File: src/rtl/axi_if_ct_rd_sched.sv
// rtl/axi_if_ct_rd_sched.sv - CT read scheduler: round-robin grant, page-safe AR burst split, in-order R routing (optional AXI_IF_CT_RD_SCHED_RRESP_CHECK_EN)
module axi_if_ct_rd_sched #(
    parameter int NB_REQ          = 4,
    parameter int ORD_DEPTH       = 8,
    parameter int CMD_WORD_W      = 16,
    parameter int AXI4_ADD_W      = 32,
    parameter int AXI4_DATA_W     = 512,
    parameter int AXI4_ID_W       = 4,
    parameter int AXI4_LEN_MAX    = 256,
    parameter int AXI4_WORD_MAX   = 64,
    parameter int AXI4_DATA_BYTES = AXI4_DATA_W / 8,
    parameter int PAGE_BYTES      = 4096
) (
    input  logic                             clk,
    input  logic                             s_rst,
    input  logic [NB_REQ-1:0]                req_vld,
    output logic [NB_REQ-1:0]                req_rdy,
    input  logic [NB_REQ*AXI4_ADD_W-1:0]     req_add,
    input  logic [NB_REQ*CMD_WORD_W-1:0]     req_word_nb,
    output logic [AXI4_ID_W-1:0]             m_axi4_arid,
    output logic [AXI4_ADD_W-1:0]            m_axi4_araddr,
    output logic [7:0]                       m_axi4_arlen,
    output logic [2:0]                       m_axi4_arsize,
    output logic [1:0]                       m_axi4_arburst,
    output logic                             m_axi4_arvalid,
    input  logic                             m_axi4_arready,
    input  logic [AXI4_DATA_W-1:0]           m_axi4_rdata,
    input  logic [1:0]                       m_axi4_rresp,
    input  logic                             m_axi4_rlast,
    input  logic                             m_axi4_rvalid,
    output logic                             m_axi4_rready,
    output logic [AXI4_DATA_W-1:0]           rsp_data,
    output logic [NB_REQ-1:0]                rsp_vld,
    input  logic [NB_REQ-1:0]                rsp_rdy,
    output logic                             rsp_last,
    output logic                             err
);

    localparam int OW       = $clog2(NB_REQ);
    localparam int OAW      = $clog2(ORD_DEPTH);
    localparam int CW       = OAW + 1;
    localparam int SZ       = $clog2(AXI4_DATA_BYTES);
    localparam int PGW      = $clog2(PAGE_BYTES);
    localparam int PGW1     = PGW + 1;
    localparam int WORD_CAP = (AXI4_WORD_MAX < AXI4_LEN_MAX) ? AXI4_WORD_MAX : AXI4_LEN_MAX;

    typedef enum logic [1:0] {ST_IDLE, ST_SPLIT, ST_ISSUE} state_t;

    state_t                  state, state_nxt;
    logic [OW-1:0]           rr_ptr, gnt_idx, owner_q;
    logic                    gnt_found, accept;
    logic [AXI4_ADD_W-1:0]   sel_add, add_q, araddr_q;
    logic [CMD_WORD_W-1:0]   sel_wn, rem_q, blen_c, blen_q;
    logic [PGW1-1:0]         pg_left;
    logic [31:0]             blen32;
    logic                    arvalid_q, ar_hs, last_burst, push, pop;
    logic [7:0]              arlen_q;

    logic [OW-1:0]           ord_owner [ORD_DEPTH];
    logic                    ord_last  [ORD_DEPTH];
    logic [OAW-1:0]          ord_wr, ord_rd;
    logic [CW-1:0]           ord_cnt;
    logic                    ord_full, ord_empty;
    logic [OW-1:0]           head_owner;

    // Round-robin pick: first valid requester at or after rr_ptr, then wrap around
    always_comb begin
        gnt_found = 1'b0;
        gnt_idx   = '0;
        sel_add   = '0;
        sel_wn    = '0;
        for (int i = 0; i < NB_REQ; i++) begin
            if (!gnt_found && req_vld[i] && (OW'(i) >= rr_ptr)) begin
                gnt_found = 1'b1;
                gnt_idx   = OW'(i);
            end
        end
        for (int i = 0; i < NB_REQ; i++) begin
            if (!gnt_found && req_vld[i] && (OW'(i) < rr_ptr)) begin
                gnt_found = 1'b1;
                gnt_idx   = OW'(i);
            end
        end
        for (int i = 0; i < NB_REQ; i++) begin
            if (OW'(i) == gnt_idx) begin
                sel_add = req_add[i*AXI4_ADD_W +: AXI4_ADD_W];
                sel_wn  = req_word_nb[i*CMD_WORD_W +: CMD_WORD_W];
            end
        end
    end

    // Burst length: bounded by remaining words, the AXI4 beat cap and the distance to the page end
    always_comb begin
        pg_left = PGW1'(PAGE_BYTES) - {1'b0, add_q[PGW-1:0]};
        blen32  = 32'(rem_q);
        if (blen32 > 32'(WORD_CAP)) blen32 = 32'(WORD_CAP);
        if (blen32 > 32'(pg_left >> SZ)) blen32 = 32'(pg_left >> SZ);
        blen_c  = CMD_WORD_W'(blen32);
    end

    assign ar_hs      = arvalid_q & m_axi4_arready;
    assign last_burst = (rem_q == blen_q);
    assign push       = ar_hs;

    // FSM state register
    always_ff @(posedge clk) begin
        if (s_rst) state <= ST_IDLE;
        else       state <= state_nxt;
    end

    // FSM next state and grant strobe
    always_comb begin
        state_nxt = state;
        req_rdy   = '0;
        accept    = 1'b0;
        case (state)
            ST_IDLE: begin
                if (gnt_found && !s_rst) begin
                    req_rdy[gnt_idx] = 1'b1;
                    accept           = 1'b1;
                    state_nxt        = ST_SPLIT;
                end
            end
            ST_SPLIT: state_nxt = ST_ISSUE;
            ST_ISSUE: begin
                if (ar_hs) state_nxt = last_burst ? ST_IDLE : ST_SPLIT;
            end
            default:  state_nxt = ST_IDLE;
        endcase
    end

    // Command capture, burst payload registration and arvalid hold-until-handshake
    always_ff @(posedge clk) begin
        if (s_rst) begin
            rr_ptr    <= '0;
            owner_q   <= '0;
            add_q     <= '0;
            rem_q     <= '0;
            blen_q    <= '0;
            araddr_q  <= '0;
            arlen_q   <= '0;
            arvalid_q <= 1'b0;
        end else begin
            if (accept) begin
                add_q   <= sel_add;
                rem_q   <= sel_wn;
                owner_q <= gnt_idx;
                rr_ptr  <= (gnt_idx == OW'(NB_REQ - 1)) ? '0 : gnt_idx + OW'(1);
            end
            if (state == ST_SPLIT) begin
                blen_q   <= blen_c;
                araddr_q <= add_q;
                arlen_q  <= 8'(blen_c - CMD_WORD_W'(1));
                if (!ord_full) arvalid_q <= 1'b1;
            end
            if (state == ST_ISSUE) begin
                if (ar_hs) begin
                    arvalid_q <= 1'b0;
                    rem_q     <= rem_q - blen_q;
                    add_q     <= add_q + (AXI4_ADD_W'(blen_q) << SZ);
                end else if (!arvalid_q && !ord_full) begin
                    arvalid_q <= 1'b1;
                end
            end
        end
    end

    assign m_axi4_arvalid = arvalid_q;
    assign m_axi4_araddr  = araddr_q;
    assign m_axi4_arlen   = arlen_q;
    assign m_axi4_arsize  = 3'(SZ);
    assign m_axi4_arburst = 2'b01;
    assign m_axi4_arid    = '0;

    assign ord_full   = (ord_cnt == CW'(ORD_DEPTH));
    assign ord_empty  = (ord_cnt == '0);
    assign head_owner = ord_owner[ord_rd];

    // Order FIFO storage: one entry per issued burst
    always_ff @(posedge clk) begin
        if (push) begin
            ord_owner[ord_wr] <= owner_q;
            ord_last[ord_wr]  <= last_burst;
        end
    end

    // Order FIFO pointers and occupancy
    always_ff @(posedge clk) begin
        if (s_rst) begin
            ord_wr  <= '0;
            ord_rd  <= '0;
            ord_cnt <= '0;
        end else begin
            if (push) ord_wr <= ord_wr + OAW'(1);
            if (pop)  ord_rd <= ord_rd + OAW'(1);
            case ({push, pop})
                2'b10:   ord_cnt <= ord_cnt + CW'(1);
                2'b01:   ord_cnt <= ord_cnt - CW'(1);
                default: ord_cnt <= ord_cnt;
            endcase
        end
    end

    // R path: steer beats to the owner of the oldest outstanding burst
    always_comb begin
        rsp_vld = '0;
        if (m_axi4_rvalid && !ord_empty) rsp_vld[head_owner] = 1'b1;
    end

    assign m_axi4_rready = !ord_empty & rsp_rdy[head_owner];
    assign rsp_data      = m_axi4_rdata;
    assign rsp_last      = m_axi4_rlast & ord_last[ord_rd];
    assign pop           = m_axi4_rvalid & m_axi4_rready & m_axi4_rlast;

`ifdef AXI_IF_CT_RD_SCHED_RRESP_CHECK_EN
    // Sticky error on any accepted beat with a non-OKAY response
    always_ff @(posedge clk) begin
        if (s_rst)                                                     err <= 1'b0;
        else if (m_axi4_rvalid && m_axi4_rready && m_axi4_rresp != 2'b00) err <= 1'b1;
    end
`else
    logic unused_rresp;
    assign unused_rresp = ^m_axi4_rresp;
    assign err          = 1'b0;
`endif

endmodule

File: config.mk
export PLATFORM = sky130hd
export DESIGN_NAME = axi_if_ct_rd_sched
export DESIGN_NICKNAME = d
export VERILOG_FILES = /design/src/rtl/axi_if_ct_rd_sched.sv
export SDC_FILE = /design/constraint.sdc
export NUM_CORES = 1
export LEC_CHECK = 0
export ABC_CLOCK_PERIOD_IN_PS = 4700
export BUFFER_PORTS_ARGS = -buffer_cell sky130_fd_sc_hd__buf_2
export CORE_AREA = 2 2 500 502
export CTS_CLUSTER_SIZE = 20
export DETAILED_ROUTE_END_ITERATION = 10
export DIE_AREA = 0 0 502 504
export GPL_TIMING_DRIVEN = 0
export PLACE_DENSITY = 0.3
export SLEW_MARGIN = 40
export SYNTH_ARGS = -nofsm -noshare
export SYNTH_HDL_FRONTEND = slang
export SYNTH_SLANG_ARGS = --single-unit
File: constraint.sdc
create_clock -name clk -period 4.7 [get_ports clk]
set_input_delay 0.235 -clock clk [delete_from_list [all_inputs] [get_ports clk]]
set_output_delay 0.235 -clock clk [all_outputs]
set_load 0.005 [all_outputs]
; After elaboration in Yosys (flattened, before gate mapping)
; Memory sizes are Yosys's and may differ from the RTL's. A register that Yosys moved wholly into a read port is not among the register bits.
; Cells that the tools add are included.
[classes]
muxes = 59
reduce_logical = 36
addsub = 9
n_bitwise = 5
n_eq_ne = 12
order_cmp = 14
[ops]
columns = cell, count
row1 = $mux W32, 7
row2 = $mux W16, 9
row3 = $add A32 B22 Y32, 1
row4 = $gt A32 B7 Y1, 1
row5 = $mux W1, 22
row6 = $logic_and A1 B1 Y1, 20
row7 = $mux W2, 9
row8 = $eq A16 B16 Y1, 1
row9 = $gt A16 B7 Y1 const B, 1
row10 = $sub A16 B16 Y16, 1
row11 = $sub A13 B12 Y13 const A, 1
row12 = $mux W3, 4
row13 = $mux W4, 3
row14 = $logic_not A1 Y1, 11
row15 = $pmux W4 S2, 1
row16 = $sub A8 B1 Y8 const B, 1
row17 = $add A3 B1 Y3 const B, 2
row18 = $eq A2 B2 Y1 const B, 3
row19 = $lt A2 B3 Y1 const B, 2
row20 = $pmux W2 S3, 1
row21 = $and A1 B1 Y1, 5
row22 = $add A4 B1 Y4 const B, 1
row23 = $demux W1 S2, 2
row24 = $eq A2 B1 Y1 const B, 2
row25 = other kinds (16), 24
[totals]
ff_bits = 121
memories = 2
out_inout_bits = 573
elab_cells = 149
ramBits = 24
[mem_list]
columns = memory, depth, word_bits, rd, rd_ports_with_merged_regs, wr, line_no
row1 = ord_owner, 8, 2, 1, 1, 1, 59  ; logic [OW-1:0] ord_owner [ORD_DEPTH];
row2 = ord_last, 8, 1, 1, 1, 1, 60  ; logic ord_last [ORD_DEPTH];

; Depth between registers and ports, before layout
; Gate-level depths: netlist of the first run.
[logic_depth]
depth_word = 39
ltp_mapped = 19
depth_no_buf = 16

; Least setup slack after synthesis of the first run
; No wires, ideal clock.
[synth_timing]
kind = register -> register
startpoint = reg rem_q[3]
endpoint = reg arlen_q[6] (netlist: m_axi4_arlen[6])
arrival_time_ns = 3.699
setup_slack_ns = 0.915
stages_incl_launch_ff = 18
setup_ns = 0.086
n_path_buf = 1
path_cell_list = dfxtp_1 -> or4_1 -> o31a_1 -> nor2_2 -> nand2_1 -> inv_1 -> ha_1 -> a211oi_1 -> nor2_1 -> nor4_2 -> nor2_1 -> clkbuf_1 -> mux2i_1 -> ha_1 -> inv_1 -> a211oi_1 -> xor2_1 -> a211oi_1
[synth_via]
elab_chain_cells = 5
[synth_lines]
columns = element, line_no
row1 = start: declaration, 53  ; logic [CMD_WORD_W-1:0] sel_wn, rem_q, blen_c, blen_q;
row2 = start signal: assignment, 146  ; rem_q <= sel_wn;
row3 = start signal: assignment, 159  ; rem_q <= rem_q - blen_q;
row4 = $gt A16 B7 Y1, 96  ; if (blen32 > 32'(WORD_CAP)) blen32 = 32'(WORD_CAP);
row5 = $mux W16 (*), 96
row6 = $gt A32 B7 Y1, 97  ; if (blen32 > 32'(pg_left >> SZ)) blen32 = 32'(pg_left >> SZ);
row7 = $mux W16 (*), 97
row8 = $sub A8 B1 Y8 (*), 153  ; arlen_q <= 8'(blen_c - CMD_WORD_W'(1));
row9 = end signal: assignment, 153
row10 = end: declaration, 57  ; logic [7:0] arlen_q;
; Every way passes the cells marked *; elsewhere a longest branch is shown, timed or not.
; A chain may end at the register's enable or synchronous reset.

; Worst setup path after layout of the first run
[layout_timing]
startpoint = reg rr_ptr[1]
endpoint = reg rem_q[4]
[layout_via]
elab_chain_cells = 39
[layout_lines]
columns = element, line_no
row1 = start: declaration, 50  ; logic [OW-1:0] rr_ptr, gnt_idx, owner_q;
row2 = start signal: assignment, 148  ; rr_ptr <= (gnt_idx == OW'(NB_REQ - 1)) ? '0 : gnt_idx + OW'(1);
row3 = $ge A1 B2 Y1, 73  ; if (!gnt_found && req_vld[i] && (OW'(i) >= rr_ptr)) begin
row4 = $logic_and A1 B1 Y1, 73
row5 = $mux W1, 73
row6 = $logic_not A1 Y1, 73
row7 = $logic_and A1 B1 Y1 (2 in series), 73
row8 = $mux W1, 73
row9 = $logic_not A1 Y1, 73
row10 = $logic_and A1 B1 Y1 (2 in series), 73
row11 = (+20 left out), n/a
row12 = $mux W2 (*), 79  ; if (!gnt_found && req_vld[i] && (OW'(i) < rr_ptr)) begin
row13 = named net gnt_idx[0], 50
row14 = $logic_not A2 Y1, 85  ; if (OW'(i) == gnt_idx) begin
row15 = $mux W16 (3 in series), 85
row16 = $mux W16 (*), 85
row17 = $mux W16 (*), 144  ; if (accept) begin
row18 = $mux W16, 157  ; if (ar_hs) begin
row19 = $mux W16 (*), 156  ; if (state == ST_ISSUE) begin
; Mark *: on every way through the listed nets, which the timed path passes. The rest lies on a longest branch.

==> impl_metrics.tcl, run 1 <==
set metrics [dict create \
    status "finished, final reports clean" \
    synth.distinct_cells 70 \
    grt_pass1_vias 15651 \
    cts_setup_buffers 0 \
    synth_edf_count 24 \
    synth_area_leaders "buf_4, dfxtp_1, edfxtp_1" \
    htree_levels 4 \
    clk-insertion-delay-late_ps 460 \
    port_buffers 766 \
    drc 0 \
    vias 16003 \
    antenna_found_initial 150 \
    viasPerCell 2.70 \
    core-area_um2 248000 \
    critical_path_arrival_ps 4860 \
    synthTopCellsByCount "buf_4, nand2_1, a21oi_1" \
    irDropWorstVdd_v 0.000239 \
    tritoncts "done" \
    hold_buffers 0 \
    cp_slowest_stage_delay_ps 670 \
    drive_gt1_frac 0.548 \
    crit_type "flop to flop" \
    cts_buffer_depth 2 \
    hpwl_um 143000 \
    ios 1292 \
    post-route-period-util 0.968 \
    drt_iter0_markers 796 \
    syn_avg_cell_area_um2 7.69 \
    grtUsageTotal 0.117 \
    crit_path_top_delay_cell "a311oi_1" \
    wl_um 155000 \
    finalSetupTns_ps 0 \
    die_w_um 502 \
    grt_max_degree 17 \
    hold_depth 3 \
    grt_setup_unrepaired "no" \
    start_kind "flop" \
    fin_cells 5919 \
    ys_ff_latch 148 \
    dp_slack_ps -229 \
    p_leak_nw 9.51 \
    drtAntennaViolNets 0 \
    yosysMostFrequentCell "buf_4" \
    synthArstFlopShare 0 \
    tightest_slew_ps 922 \
    powerDensity_nw_per_um2 271 \
    die_h_um 504 \
    clk_pin_slew_worst_paths_ps 80 \
    cts_root_buf "clkbuf_16" \
    dp_cells 5845 \
    rr_worst_depth 14 \
    min_from "m_axi4_arready" \
    seqCellArea_um2 3200 \
    gp_congestion 1.33 \
    report.final.slew_viol_count 0 \
    setup_viol 0 \
    slew_headroom 0.386 \
    fin_skew_ps 16.2 \
    multi_input_area_um2 5860 \
    cts_sinks 148 \
    syn_area_um2 13300 \
    reg2reg_slack_ps 150 \
    syn2layout_area_growth_pct 67.1 \
    start_util 0.0539 \
    critPathMaxFanout 10 \
    row_count 183 \
    hold_class "input pin to flop" \
    maxCapViolations 0 \
    crit_path_end_kind "flop" \
    path_buf_inv 3 \
    num-fill-cells 29136 \
    cts_made_buffers 17 \
    whs_endpoint "ord_wr[1]" \
    hold_violations 0 \
    yosys_warnings 0 \
    num-nets-final 3304 \
    period_minus_slack_ps 4550 \
    fmax_mhz 220 \
    yosysSeqAreaShare 0.240 \
    fin_ws_ps 150 \
    syn_inst 1733 \
    dr.pass1.iters 5 \
    die-area_um2 253000 \
    path_cells "mux2i_1 -> nor2_1 -> a311oi_1 -> ha_1 -> nor2b_1 -> clkbuf_2 -> buf_2 -> buf_16 -> a22oi_1 -> nor2_1 -> a21oi_1 -> o211ai_1 -> o211ai_1 -> a21oi_1" \
    worstReg2RegStart "rr_ptr[1]" \
    synth_area_leader_cell "buf_4" \
    fin_util 0.0900 \
    critPathTopFamily "compound AO/OA/AOI/OAI gates" \
    overflow 0 \
    wl_per_cell_um 26.2 \
    r2r-end "rem_q[4]" \
    critPathRequiredTime_ps 5010 \
    grt_pass1_wl_um 188000 \
    synth_top_area_frac 0.294 \
    synth_ff_type "dfxtp_1" \
]
-- cells in the final DEF (no fill, tap or decap), types with 5 or more instances in the layout --
master | netlist | layout
a22oi_1 | 44 | 44
and3_1 | 10 | 10
a21o_1 | 10 | 10
nor2_1 | 124 | 124
nand3_1 | 22 | 22
and2_1 | 8 | 8
nand2_1 | 177 | 177
buf_4 | 522 | 526
diode_2 | 0 | 42
buf_2 | 0 | 771
a31oi_1 | 15 | 15
clkbuf_16 | 0 | 17
a211oi_1 | 22 | 22
xor2_1 | 15 | 15
o21ai_1 | 25 | 28
mux2i_1 | 7 | 7
clkbuf_1 | 66 | 37
inv_1 | 37 | 37
o22ai_1 | 11 | 11
inv_6 | 0 | 6
or3_1 | 9 | 9
a221oi_1 | 6 | 5
buf_1 | 12 | 8
conb_1 | 2 | 10
dfxtp_1 | 124 | 124
o21ai_0 | 26 | 23
nor3_1 | 32 | 31
nand4_1 | 9 | 9
nor4_1 | 8 | 5
edfxtp_1 | 24 | 24
ha_1 | 48 | 48
clkbuf_2 | 0 | 30
xnor2_1 | 16 | 16
mux4_2 | 7 | 7
mux2_2 | 5 | 5
a21oi_1 | 143 | 142
nor2b_1 | 15 | 15
nand2b_1 | 15 | 15
o211ai_1 | 56 | 56
-- sequential cells by signal, summed over array words and instances, names as in the netlist, named ones only --
| register | cells |
|---|---|
| state | 2 |
| ord_rd | 3 |
| rr_ptr | 2 |
| owner_q | 2 |
| m_axi4_arlen | 8 |
| ord_wr | 3 |
| ord_last | 8 |
| ord_owner | 16 |
| m_axi4_araddr | 32 |
| blen_q | 16 |
| m_axi4_arvalid | 1 |
| rem_q | 16 |
| add_q | 32 |
| ord_cnt | 4 |
-- where the power goes --
part | internal (W) | leakage (nW) | switching (W)
clock | 0.000747 | 0.277 | 0.000660
sequential | 0.00139 | 1.23 | 0.000124
combinational | 0.00114 | 8.00 | 0.00198
-- metrics by stage --
| stage | hold slack (ps) | total power [W] | cell area [µm²] |
|---|---|---|---|
| CTS | 99.4 | 0.00622 | 22200 |
| global route | 115 | 0.00643 | 22200 |
| finish | 129 | 0.00603 | 22300 |
| detailed placement | 447 | 0.00475 | 21600 |
| global placement | 444 | 0.00470 | 21400 |
| floorplan | 395 | 0.00299 | 13400 |
-- layout make-up --
cell class,instances,area share
sequential,148,0.144
timing repair buffer,774,0.177
multi-input combinational,951,0.263
antenna,42,0.00472
clock inverter,14,0.00640
tap,3330,0.187
buffer,602,0.192
inverter,40,0.00674
clock buffer,18,0.0193
-- how the worst max path moves through the flow --
| stage | to | depth (start not counted) | slack (ps) | startpoint |
|---|---|---|---|---|
| after global routing | rem_q[4] | 14 | 3 | rr_ptr[1] |
| final | rem_q[4] | 14 | 150 | rr_ptr[1] |
| after detailed placement | m_axi4_arlen[6] | 16 | -230 | add_q[7] |
| after floorplan | m_axi4_arlen[6] | 17 | 920 | rem_q[3] |
| after global placement | rem_q[12] | 15 | -790 | req_vld[0] |
| after CTS | rem_q[4] | 14 | 80 | rr_ptr[1] |
-- tightest hold or removal path: stages --
cell and delay [ps]:
buf_2 150, nand3_1 90, a21oi_1 50
-- repair_timing --
action,CTS,global route
endpoints found under the setup margin,1,3
pin swaps,0,0
cloned,0,0
gates resized for setup,4,8
-- cells by family after synthesis --
| family | Yosys count | synth area share |
|---|---|---|
| muxes | 21 | 0.0233 |
| and+or+nand+nor | 443 | 0.148 |
| adders and majority gates | 51 | 0.0495 |
| buffers and inverters | 642 | 0.329 |
| AOI/OAI and AO/OA | 393 | 0.187 |
| xor gates and xnor gates | 33 | 0.0228 |
| DFF | 148 | 0.240 |
| other | 2 | 0.000563 |
-- layer usage --
| metal | up-vias | routed length [µm] | global-route usage |
|---|---|---|---|
| met5 | - | 1150 | 0.00324 |
| met4 | 124 | 3250 | 0.0219 |
| met3 | 238 | 21700 | 0.0745 |
| met2 | 1093 | 70400 | 0.191 |
| met1 | 7448 | 58800 | 0.128 |
| li1 | 7100 | - | - |
(Power assumes the default switching activity.)
==> run 2: changes to the inputs <==
- CORE_AREA: 2 2 500 502 -> 5 5 503 505
- DIE_AREA: 0 0 502 504 -> 0 0 508 510
==> run 2 against run 1 <==
Sequential share of layout area down 0.055 points. Fmax rose by 4.4%. Wire length decreased by 3.9%. Clock skew is 6.5 ps lower. Power decreased by 0.82%.
==> impl_metrics.tcl, run 2 (same netlist as run 1, synthesis figures left out) <==
set metrics [dict create \
    grt_setup_unrepaired "no" \
    critPathTopFamily "simple AND/OR/NAND/NOR gates" \
    clk_pin_slew_worst_paths_ps 70 \
    timing.critical_path.mode_cell "a211oi_1" \
    crit_type "flop to flop" \
    syn2layout_area_growth_pct 67.7 \
    period_minus_slack_ps 4360 \
    critical_path_arrival_ps 4720 \
    intPower_w 0.00325 \
    critPathMaxFanout 10 \
    port_buffers 766 \
    finalInstanceArea_um2 22400 \
    power_switching_w 0.00273 \
    final_cell_mix "buf_2, buf_4, nand2_1" \
    gp_congestion 1.00 \
    hold_buffers 0 \
    report.final.slew_viol_count 0 \
    hold_class "input pin to flop" \
    crit_path_top_delay_cell "or4_1" \
    power_frac_clock 0.233 \
    fmax_mhz 229 \
    overflow 0 \
    power_frac_seq 0.253 \
    grt-busiest-layer "met2" \
    drt_iter0_markers 733 \
    maxCapViolations 0 \
    cts_buffer_depth 2 \
    drive_gt1_frac 0.551 \
    cts_sinks 148 \
    die_w_um 508 \
    tightest_slew_ps 826 \
    path_buf_inv 3 \
    critPathRequiredTime_ps 5060 \
    wl_per_cell_um 25.2 \
    antenna_found_initial 122 \
    grt_pass1_wl_um 180000 \
    fin_skew_ps 9.72 \
    cp_slowest_stage_delay_ps 560 \
    start_util 0.0538 \
    grt_pass1_vias 15898 \
    die_h_um 510 \
    path_cells "or4_1 -> o31a_1 -> nor2_4 -> nand2_1 -> inv_1 -> ha_1 -> a211oi_1 -> nor2_1 -> nor4_4 -> nor2_1 -> clkbuf_2 -> mux2i_1 -> ha_1 -> inv_1 -> a211oi_1 -> xor2_1 -> a211oi_1" \
    irDropWorstVdd_v 0.000240 \
    p_leak_nw 9.58 \
    clk-insertion-delay-late_ps 460 \
    vias 15880 \
    grt_max_degree 17 \
    start_kind "flop" \
    final_common_cell "buf_2" \
    drtAntennaViolNets 0 \
    die-area_um2 259000 \
    row_count 183 \
    powerDensity_nw_per_um2 268 \
    grtUsageTotal 0.109 \
    viasPerCell 2.68 \
    wl_um 149000 \
    status "finished, final reports clean" \
    slew_headroom 0.449 \
    cts_made_buffers 17 \
    num-nets-final 3318 \
    num-fill-cells 29313 \
    hpwl_um 138000 \
    post-route-period-util 0.928 \
    setup_viol 0 \
    drc 0 \
    placed_area_um2 21600 \
    ios 1292 \
    fin_util 0.0903 \
    core-area_um2 248000 \
    p_sw_frac 0.457 \
    htree_levels 4 \
    combPwrFrac 0.514 \
    tritoncts "done" \
    cts_root_buf "clkbuf_16" \
    met1_usage 0.119 \
    met3_usage 0.0697 \
    dr.pass1.iters 5 \
    hold_violations 0 \
    crit_path_end_kind "flop" \
    use_met2 0.179 \
]
run 2: cell count changes in the layout (fill, tap and decap cells not counted), moves of 4 or more:
cell and change:
a211oi_1 -4, buf_4 +10, inv_8 +4, a211oi_2 +4
diode_2 -11
run 2: metal layers:
metal,routed length [µm],vias to the layer above
li1,-,7131
met1,55200,7478
met2,68200,934
met3,22200,199
met4,2810,138
met5,886,-
run 2: stage by stage:
stage	setup WS [ps]	setup TNS, ps	std cells	power, W	hold slack (ps)
final	340	0	5922	0.00598	107
after global routing	3.32	0	5897	0.00640	111
after CTS	1.72	0	5886	0.00615	81.4
after detailed placement	-101	-101	5854	0.00473	448
after global placement	-1520	-22050	5837	0.00466	448
after floorplan	915	0	1741	0.00299	395
run 2: power by group through the flow:
stage | Clock (W) | Combinational [W] | Sequential (W)
2_1_floorplan | 0 | 0.00150 | 0.00149
3_3_place_gp | 0 | 0.00312 | 0.00154
3_5_place_dp | 0 | 0.00319 | 0.00154
4_1_cts | 0.00144 | 0.00320 | 0.00152
5_1_grt | 0.00148 | 0.00339 | 0.00153
6_report | 0.00139 | 0.00308 | 0.00151
run 2: final timing paths:
path                startpoint           endpoint  cells after the start  slack (ps)
min reg2reg  m_axi4_araddr[31]  m_axi4_araddr[31]                      2         460
max                   rem_q[2]    m_axi4_arlen[6]                     17         340
min             m_axi4_arready          ord_wr[1]                      3         110
max reg2reg           rem_q[2]    m_axi4_arlen[6]                     17         340
run 2: area by class of cell:
cell class,count,area (µm²),share of cell area
sequential,148,3200,0.143
buffer,602,4280,0.191
timing repair buffer,788,4060,0.181
tap,3330,4170,0.186
clock inverter,14,135,0.00604
inverter,40,150,0.00671
multi-input combinational,951,5870,0.262
clock buffer,18,429,0.0192
antenna,31,77.6,0.00347
run 2: worst min-delay path, cell delays in order:
cell	delay (ps)
buf_2	140
nand3_1	90
a21oi_1	50
run 2: what timing repair did:
action / CTS / global route
pin swaps: 0 / 3
gates resized for setup: 2 / 8
buffers inserted: 0 / 3
endpoints found under the setup margin: 1 / 4
==> run 3: changes to the inputs <==
- PLACE_DENSITY: 0.3 -> not set
==> run 3 against run 2 <==
Clock power rose by 6%. Worst hold slack better by 14 ps. Fmax is 5.4% lower. Wire length rose by 18%. Die area stayed put. Non-clock buffer count fell by 5. Via count increased by 3.5%. Sequential power barely moved. Critical path type unchanged. Critical endpoint is now add_q[26].
==> impl_metrics.tcl, run 3 (same netlist as run 1, synthesis figures left out) <==
set metrics [dict create \
    status "finished, final reports clean" \
    report.final.slew_viol_count 0 \
    cts_buffer_depth 2 \
    cts_sinks 148 \
    power_switching_w 0.00287 \
    dr.pass1.iters 5 \
    die-area_um2 259000 \
    drive_gt1_frac 0.547 \
    overflow 0 \
    power_w 0.00624 \
    syn2layout_area_growth_pct 68.2 \
    irDropWorstVdd_v 0.000244 \
    gp_congestion 1.04 \
    path_buf_inv 4 \
    num-nets-final 3313 \
    slew_headroom 0.358 \
    period_minus_slack_ps 4610 \
    path_cells "mux2i_1 -> nor2_1 -> a311oi_1 -> ha_2 -> nor2b_2 -> clkbuf_2 -> buf_16 -> buf_2 -> buf_16 -> a22oi_1 -> nor2_1 -> a21oi_1 -> o21ai_0 -> nand2_1 -> a31oi_1" \
    reg2reg_slack_ps 90 \
    clk-insertion-delay-late_ps 440 \
    hold_violations 0 \
    finalSetupTns_ps 0 \
    power_frac_clock 0.235 \
    start_util 0.0538 \
    crit_type "flop to flop" \
    power_frac_seq 0.241 \
    met3_usage 0.0873 \
    cts_root_buf "clkbuf_16" \
    clk_pin_slew_worst_paths_ps 70 \
    grt_setup_unrepaired "yes" \
    critical_path_arrival_ps 4910 \
    final_cell_mix "buf_2, buf_4, nand2_1" \
    use_met2 0.214 \
    drtAntennaViolNets 0 \
    start_kind "flop" \
    p_leak_nw 9.53 \
    fmax_mhz 217 \
    grt-busiest-layer "met2" \
    tritoncts "done" \
    cts_setup_buffers 0 \
    maxCapViolations 0 \
    cts_made_buffers 17 \
    final_common_cell "buf_2" \
    fin_ws_ps 92.9 \
    core-area_um2 248000 \
    viasPerCell 2.77 \
    crit_path_end_kind "flop" \
    grt_max_degree 17 \
    met1_usage 0.132 \
    antenna_found_initial 170 \
    crit_path_top_delay_cell "a21oi_1" \
    drt_iter0_markers 1216 \
    htree_levels 4 \
    critPathTopFamily "compound AO/OA/AOI/OAI gates" \
    die_h_um 510 \
    setup_viol 0 \
    p_sw_frac 0.461 \
    grtUsageTotal 0.128 \
    vias 16429 \
    dp_slack_ps 7.98 \
    wl_per_cell_um 29.8 \
    hold_class "input pin to flop" \
    powerDensity_nw_per_um2 278 \
    critPathMaxFanout 6 \
    ios 1292 \
    critPathRequiredTime_ps 5000 \
    die_w_um 508 \
    post-route-period-util 0.980 \
    tightest_slew_ps 964 \
    combPwrFrac 0.523 \
    port_buffers 766 \
    wl_um 177000 \
    grt_pass1_vias 15014 \
    row_count 183 \
    cp_slowest_stage_delay_ps 770 \
    grt_pass1_wl_um 203000 \
    drc 0 \
    hpwl_um 166000 \
    fin_skew_ps 13.5 \
    holdWs_ps 120 \
    intPower_w 0.00336 \
]
[run 3: cell count changes in the layout (fill, tap and decap cells not counted), sizes merged]
cell / before / now
buf: 1323 / 1319
bufinv: 0 / 2
clkbuf: 85 / 83
clkinv: 4 / 6
clkinvlp: 2 / 0
diode: 31 / 46
inv: 48 / 47
[run 3: path summary, 6_finish.rpt]
kind	start	endpoint	depth (start not counted)
setup / recovery	rr_ptr[1]	add_q[26]	15
hold / removal	m_axi4_arready	ord_wr[1]	3
setup reg to reg	rr_ptr[1]	add_q[26]	15
hold reg to reg	m_axi4_araddr[25]	m_axi4_araddr[25]	2
[run 3: tightest hold or removal path: stages]
cell	delay (ps)
buf_2	140
nand3_1	90
a21oi_1	50
[run 3: cell type report]
cell class	instances	area [µm²]
repair buffers	783	4030
inverters	40	150
well taps	3330	4170
clock inverters	15	189
diodes	46	115
fillers	29227	225000
clock buffers	17	425
flip-flops and latches	148	3200
plain buffers	602	4260
multi-input cells	951	5890
[run 3: layer usage]
| metal | wire length [µm] | vias to the layer above | part of all wire |
|---|---|---|---|
| met4 | 5600 | 42 | 0.032 |
| met1 | 61000 | 7565 | 0.35 |
| met5 | 459 | - | 0.0026 |
| li1 | - | 7116 | - |
| met3 | 28300 | 337 | 0.16 |
| met2 | 81300 | 1369 | 0.46 |
[run 3: what timing repair did]
action / in CTS / in global routing
cloned: 0 / 0
endpoints found under the setup margin: 1 / 7
pin swaps: 0 / 0
resized for setup: 1 / 7
hold buffers: 0 / 0
[run 3: power groups by stage]
stage / sequential [W] / clock [W] / combinational [W]
detailed placement: 0.00153 / 0 / 0.00329
global placement: 0.00153 / 0 / 0.00318
CTS: 0.00150 / 0.00147 / 0.00330
finish: 0.00151 / 0.00147 / 0.00326
global route: 0.00152 / 0.00153 / 0.00353
floorplan: 0.00149 / 0 / 0.00150
[run 3: through the flow]
stage / utilization / instances / instance area [µm²]
2_1_floorplan: - / 1741 / 13400
3_3_place_gp: 0.0862 / 5837 / 21400
3_5_place_dp: 0.0875 / 5854 / 21700
4_1_cts: 0.0900 / 5886 / 22300
5_1_grt: 0.0904 / 5915 / 22400
6_report: 0.0905 / 5932 / 22400
